--- src/rtl/icache_refill_unit_pkg.sv ---
// Shared geometry, state encoding and address helpers for the ICache refill engine.
package icache_refill_unit_pkg;

  localparam int unsigned ADDR_W            = 32;
  localparam int unsigned CACHE_BLK_SIZE    = 128;
  localparam int unsigned CACHE_TAG_LEN     = 22;
  localparam int unsigned CACHE_GRP_NUM_LEN = 6;
  localparam int unsigned BUS_WIDTH         = 32;
  localparam int unsigned BEATS             = CACHE_BLK_SIZE / BUS_WIDTH;
  localparam int unsigned OFS               = ADDR_W - CACHE_TAG_LEN - CACHE_GRP_NUM_LEN;
  localparam int unsigned BEAT_CNT_W        = $clog2(BEATS);

  typedef enum logic [2:0] {
    ST_IDLE  = 3'd0,
    ST_REQ   = 3'd1,
    ST_RECV  = 3'd2,
    ST_WRITE = 3'd3,
    ST_DONE  = 3'd4
  } refill_state_e;

  // Block-granular part of a fetch address; the byte offset is never stored.
  typedef struct packed {
    logic [CACHE_TAG_LEN-1:0]     tag;
    logic [CACHE_GRP_NUM_LEN-1:0] blk_num;
  } line_addr_t;

  function automatic line_addr_t to_line_addr(input logic [ADDR_W-1:0] addr);
    return line_addr_t'(addr[ADDR_W-1:OFS]);
  endfunction

  function automatic logic [ADDR_W-1:0] block_base(input line_addr_t la);
    return {la, OFS'(0)};
  endfunction

endpackage

--- src/rtl/icache_refill_buffer.sv ---
// Beat counter plus line register: each accepted beat lands in the slot selected
// by the counter, beat 0 in the lowest-addressed word.
module icache_refill_buffer
  import icache_refill_unit_pkg::*;
(
  input  logic                      clk,
  input  logic                      rst,
  input  logic                      clear,
  input  logic                      beat_valid,
  input  logic [BUS_WIDTH-1:0]      beat_data,
  output logic [CACHE_BLK_SIZE-1:0] line,
  output logic                      last_beat
);

  logic [BEAT_CNT_W-1:0]             cnt_q;
  logic [BEATS-1:0][BUS_WIDTH-1:0]   line_q;

  always_ff @(posedge clk or posedge rst) begin
    if (rst) begin
      cnt_q  <= '0;
      line_q <= '0;
    end else if (clear) begin
      cnt_q  <= '0;
      line_q <= '0;
    end else if (beat_valid) begin
      line_q[cnt_q] <= beat_data;
      cnt_q         <= cnt_q + BEAT_CNT_W'(1);
    end
  end

  assign line      = line_q;
  assign last_beat = (cnt_q == BEAT_CNT_W'(BEATS - 1));

endmodule

--- src/rtl/icache_refill_unit.sv ---
// ICache miss refill engine: requests one aligned block, collects its beats and
// writes the assembled line into the set storage one cycle before signalling done.
module icache_refill_unit
  import icache_refill_unit_pkg::*;
(
  input  logic                         cpu_clk,
  input  logic                         cpu_rst,
  input  logic                         miss_req,
  input  logic [ADDR_W-1:0]            miss_addr,
  output logic                         refill_busy,
  output logic                         refill_done,
  output logic                         refill_err,
  output logic [CACHE_BLK_SIZE-1:0]    refill_data,
  output logic                         cache_we,
  output logic [CACHE_TAG_LEN-1:0]     cache_tag,
  output logic [CACHE_GRP_NUM_LEN-1:0] cache_blk_num,
  output logic [CACHE_BLK_SIZE-1:0]    cache_data_w,
  output logic                         mem_rreq,
  output logic [ADDR_W-1:0]            mem_raddr,
  input  logic                         mem_rgnt,
  input  logic                         mem_rvalid,
  input  logic [BUS_WIDTH-1:0]         mem_rdata,
  input  logic                         mem_rlast
);

  refill_state_e state_q, state_d;
  line_addr_t    addr_q;
  logic          err_q;
  logic          accept_c;
  logic          beat_c;
  logic          abort_c;
  logic          last_beat;
  logic [CACHE_BLK_SIZE-1:0] line;

  // Byte offset of the faulting address is irrelevant to a block refill.
  logic unused_ofs;
  assign unused_ofs = ^miss_addr[OFS-1:0];

  assign accept_c = (state_q == ST_IDLE) && miss_req;
  assign beat_c   = (state_q == ST_RECV) && mem_rvalid;
  assign abort_c  = beat_c && mem_rlast && !last_beat;

  // State register
  always_ff @(posedge cpu_clk or posedge cpu_rst) begin
    if (cpu_rst) begin
      state_q <= ST_IDLE;
    end else begin
      state_q <= state_d;
    end
  end

  // Next-state logic
  always_comb begin
    state_d = state_q;
    unique case (state_q)
      ST_IDLE:  if (miss_req) state_d = ST_REQ;
      ST_REQ:   if (mem_rgnt) state_d = ST_RECV;
      ST_RECV: begin
        if (beat_c) begin
          if (last_beat)      state_d = ST_WRITE;
          else if (mem_rlast) state_d = ST_IDLE;
        end
      end
      ST_WRITE: state_d = ST_DONE;
      ST_DONE:  state_d = ST_IDLE;
      default:  state_d = ST_IDLE;
    endcase
  end

  // Address latch and abort pulse
  always_ff @(posedge cpu_clk or posedge cpu_rst) begin
    if (cpu_rst) begin
      addr_q <= '0;
      err_q  <= 1'b0;
    end else begin
      err_q <= abort_c;
      if (accept_c) begin
        addr_q <= to_line_addr(miss_addr);
      end
    end
  end

  icache_refill_buffer u_buffer (
    .clk        (cpu_clk),
    .rst        (cpu_rst),
    .clear      (accept_c),
    .beat_valid (beat_c),
    .beat_data  (mem_rdata),
    .line       (line),
    .last_beat  (last_beat)
  );

  // Control outputs decode the state register only, so reset drops them at once.
  assign refill_busy   = (state_q != ST_IDLE);
  assign mem_rreq      = (state_q == ST_REQ);
  assign cache_we      = (state_q == ST_WRITE);
  assign refill_done   = (state_q == ST_DONE);
  assign refill_err    = err_q;
  assign mem_raddr     = block_base(addr_q);
  assign cache_tag     = addr_q.tag;
  assign cache_blk_num = addr_q.blk_num;
  assign cache_data_w  = line;
  assign refill_data   = line;

endmodule

--- config.mk ---
export PLATFORM = sky130hd
export DESIGN_NAME = icache_refill_unit
export DESIGN_NICKNAME = d
export VERILOG_FILES = /design/src/rtl/icache_refill_unit_pkg.sv /design/src/rtl/icache_refill_buffer.sv /design/src/rtl/icache_refill_unit.sv
export SDC_FILE = /design/constraint.sdc
export NUM_CORES = 1
export LEC_CHECK = 0
export CAP_MARGIN = 20
export CORE_MARGIN = 2
export CORE_UTILIZATION = 25
export DETAILED_ROUTE_END_ITERATION = 10
export PLACE_DENSITY_LB_ADDON = 0.1
export RECOVER_POWER = 50
export SLEW_MARGIN = 20
export SYNTH_ARGS = -nofsm -noshare
export SYNTH_HDL_FRONTEND = slang
export SYNTH_HIERARCHICAL = 1
export SYNTH_SLANG_ARGS = --single-unit
export TNS_END_PERCENT = 100
--- constraint.sdc ---
create_clock -name cpu_clk -period 6 [get_ports cpu_clk]
set_clock_uncertainty 0.15 [all_clocks]
set_input_delay 0.9 -clock cpu_clk [delete_from_list [all_inputs] [get_ports cpu_clk]]
set_output_delay 0.9 -clock cpu_clk [all_outputs]
set_load 0.01 [all_outputs]
==> results.toml <==
[outcome]
status = "finished with violations"
violations = "capacitance limit, slew limit"

[critical_path]
r2r-start = "u_buffer/cnt_q[0]$_DFFE_PP0P_"
crit_buf_inv = 1
path_max_fanout = 67
cpLargestDelayFamily = "adder cells"
cp-end-kind = "flip-flop"
crit_slowest_cell = "ha_1"
reg2reg_depth = 4
crit_type = "reg -> reg"
slowest_delay_ns = 2.09
crit_required_ns = 6.21
crit_chain = "ha_1 -> inv_1 -> a311o_1 -> a21oi_1"
critical_path_cell_count = 4
rr_endpoint = "state_q[1]$_DFFE_PP0P_"
critical_path.startpoint_type = "flip-flop"
rrSetupSlack_ns = 2.52
crit_arrival_ns = 3.69

[sta]
final.min_clock_period_ns = 3.48
timing.final.hold_violations = 0
worst-slew-pin-transition_ns = 2.77
finalSetupViolCount = 0
fin_crit_sh_pct = 58.0
slew_viol_final = 97
tns_ns = 0
rsz0062_at_grt = "false"
slew_headroom_pct = -84.6
fmax_ghz = 0.287

[placement]
gp_congestion = 0.678
dp_cells = 1468
io_buffers = 382
hpwl_um = 18200

[layout]
fin_cells = 1496
drive_above_1_share_pct = 15.9
antenna_cells = 0
syn2layout_area_growth_pct = 37.5
fin_nets = 1094
fillers = 3698

[synthesis]
synth_cell_types = 32
yosysTopAreaCell = "dfrtp_1"
synth_top_area_share_pct = 44.4
synthTopCellsByArea = "dfrtp_1 (44%), buf_4 (14%), a21bo_1 (9.9%), a21oi_2 (5.5%), nand3_1 (5.3%)"
synth.cell_area_um2 = 9130
yosysWarnings = 6
yosysSeqAreaShare_pct = 44.4
ys_ff_latch = 162
syn_inst = 847
syn_area_per_cell_um2 = 10.8
synth-edff-count = 0
async_flop_share_pct = 100
synthFlopType = "dfrtp_1"

[global_routing]
grt_remaining_overflow = 0
antenna_found_initial = 0
grt_max_degree = 154
grt_usage_pct = 14.6
grt_pass1_vias = 6548
grt_pass1_wl_um = 42700

[floorplanning]
die_area_um2 = 38100
rows = 70
die_x_um = 195
die_y_um = 195
num_io_pins = 391
initial_core_util_pct = 25.2
core_area_um2 = 36300

[route]
viasPerCell = 4.54
dr.pass1.iters = 6
wirelength_um = 28000
wire_per_inst_um = 18.7
vias = 6791
drt_iter0_markers = 304
drc = 0
ant_nets = 0

[worst_hold_path]
holdPathEnd = "cache_blk_num[2]$_DFFE_PP0P_"
min_from = "cache_blk_num[2]$_DFFE_PP0P_"
hold_path.class = "reg -> reg"
holdPathStages = 1

[power]
ir_drop_v = 0.000279
powerDensity_nw_per_um2 = 398
power_mw = 4.99
cellLeakagePower_nw = 5.43

[clocking]
cts_root_buffer = "clkbuf_16"
htree_levels = 4
clk_pin_slew_ns = 0.06
clock_latency_ns = 0.44
cts_buffers = 17
clkSinkCount = 162
cts_tree = "built"
cts_hold_buffers = 0
clk_path_buf_depth = 2
postCtsSetupRepairBufs = 0
cts_resized = 0

[flow_run]
maxCapViolCount = 2
cells in the mapped netlist, types with 9 or more instances:
| cell type | number |
|---|---|
| buf_6 | 14 |
| a21bo_2 | 38 |
| a21bo_1 | 90 |
| a21oi_1 | 73 |
| mux2_4 | 9 |
| a21oi_2 | 57 |
| nand3_1 | 97 |
| nand4_1 | 32 |
| dfrtp_1 | 162 |
| buf_2 | 32 |
| buf_4 | 165 |
| clkbuf_1 | 27 |
| mux2_2 | 19 |
cells by family after synthesis:
family                     after synthesis  share of synthesized area (%)
xor gates and xnor gates                 1                         0.0959
muxes                                   29                           3.93
buffers and inverters                  245                           18.6
adders and majority gates                5                          0.685
AOI/OAI and AO/OA                      262                           23.8
and+or+nand+nor                        142                           8.41
DFF                                    162                           44.4
other                                    1                         0.0411
how the worst max path moves through the flow:
stage	startpoint	to	slack [ns]
5_1_grt	u_buffer/cnt_q[0]$_DFFE_PP0P_	state_q[1]$_DFFE_PP0P_	2.21
4_1_cts	mem_rvalid	u_buffer/line[113]$_DFFE_PP0P_	3.02
2_1_floorplan	cpu_rst	u_buffer/cnt_q[0]$_DFFE_PP0P_	1.48
6_report	u_buffer/cnt_q[0]$_DFFE_PP0P_	state_q[1]$_DFFE_PP0P_	2.52
3_5_place_dp	mem_rvalid	u_buffer/line[114]$_DFFE_PP0P_	2.55
3_3_place_gp	mem_rvalid	u_buffer/line[21]$_DFFE_PP0P_	2.58
area by class of cell:
cell class                 instances  area (um^2)  area share, %
timing repair buffer             389         3900           31.0
tap                              468          586           4.66
sequential                       162         4050           32.3
multi-input combinational        443         3430           27.4
clock inverter                     6         82.6          0.658
clock buffer                      22          474           3.78
inverter                           6         27.5          0.219
worst reg2reg max path: stages (launching register included):
cell and delay, ns:
dfrtp_1 0.48, ha_1 2.09, inv_1 0.20, a311o_1 0.36
a21oi_1 0.12
power breakdown:
| part | internal, mW | switching (mW) | leakage, nW |
|---|---|---|---|
| combinational | 1.16 | 1.16 | 2.98 |
| sequential | 1.35 | 0.243 | 2.18 |
| clock | 0.635 | 0.448 | 0.274 |
cell usage in the layout, fill, tap and decap left out, drive strengths merged, types with 2 or more instances in the layout:
cell type      count
a21bo            128
a21oi            130
and3               2
buf                6
bufinv             2
clkbuf            23
clkdlybuf4s50    184
clkinv             3
conb               4
dfrtp            162
dlygate4sd3      198
ha                 5
inv                6
mux2              28
nand3             97
nand4             32
nor2               3
nor3b              4
or3                2
sequential cells by signal (all words and copies together) (netlist names):
signal,count
u_buffer/line,128
cache_tag,22
cache_blk_num,6
state_q,3
u_buffer/cnt_q,2
refill_err,1
metrics by stage:
stage / instance area (um^2) / worst slack [ns] / hold slack, ns / util [%]
after CTS: 12600 / 3.02 / 0.394 / 34.7
after floorplan: 9140 / 1.48 / 0.394 / -
after detailed placement: 12000 / 2.55 / 0.378 / 33.1
final: 12600 / 2.52 / 0.377 / 34.6
after global placement: 12000 / 2.58 / 0.372 / 33.1
after global routing: 12600 / 2.21 / 0.397 / 34.6
metal layers:
| metal | up-vias | global-route usage [%] | part of all wire, % | wire length [um] |
|---|---|---|---|---|
| met1 | 3414 | 20.1 | 46 | 13000 |
| met2 | 212 | 23.2 | 48 | 13500 |
| met5 | - | 0 | 0 | 0 |
| met4 | 0 | 4.38 | 1.3 | 352 |
| met3 | 20 | 2.71 | 4.1 | 1150 |
| li1 | 3145 | - | - | - |
No activity file was read; power rests on OpenSTA's default activity.
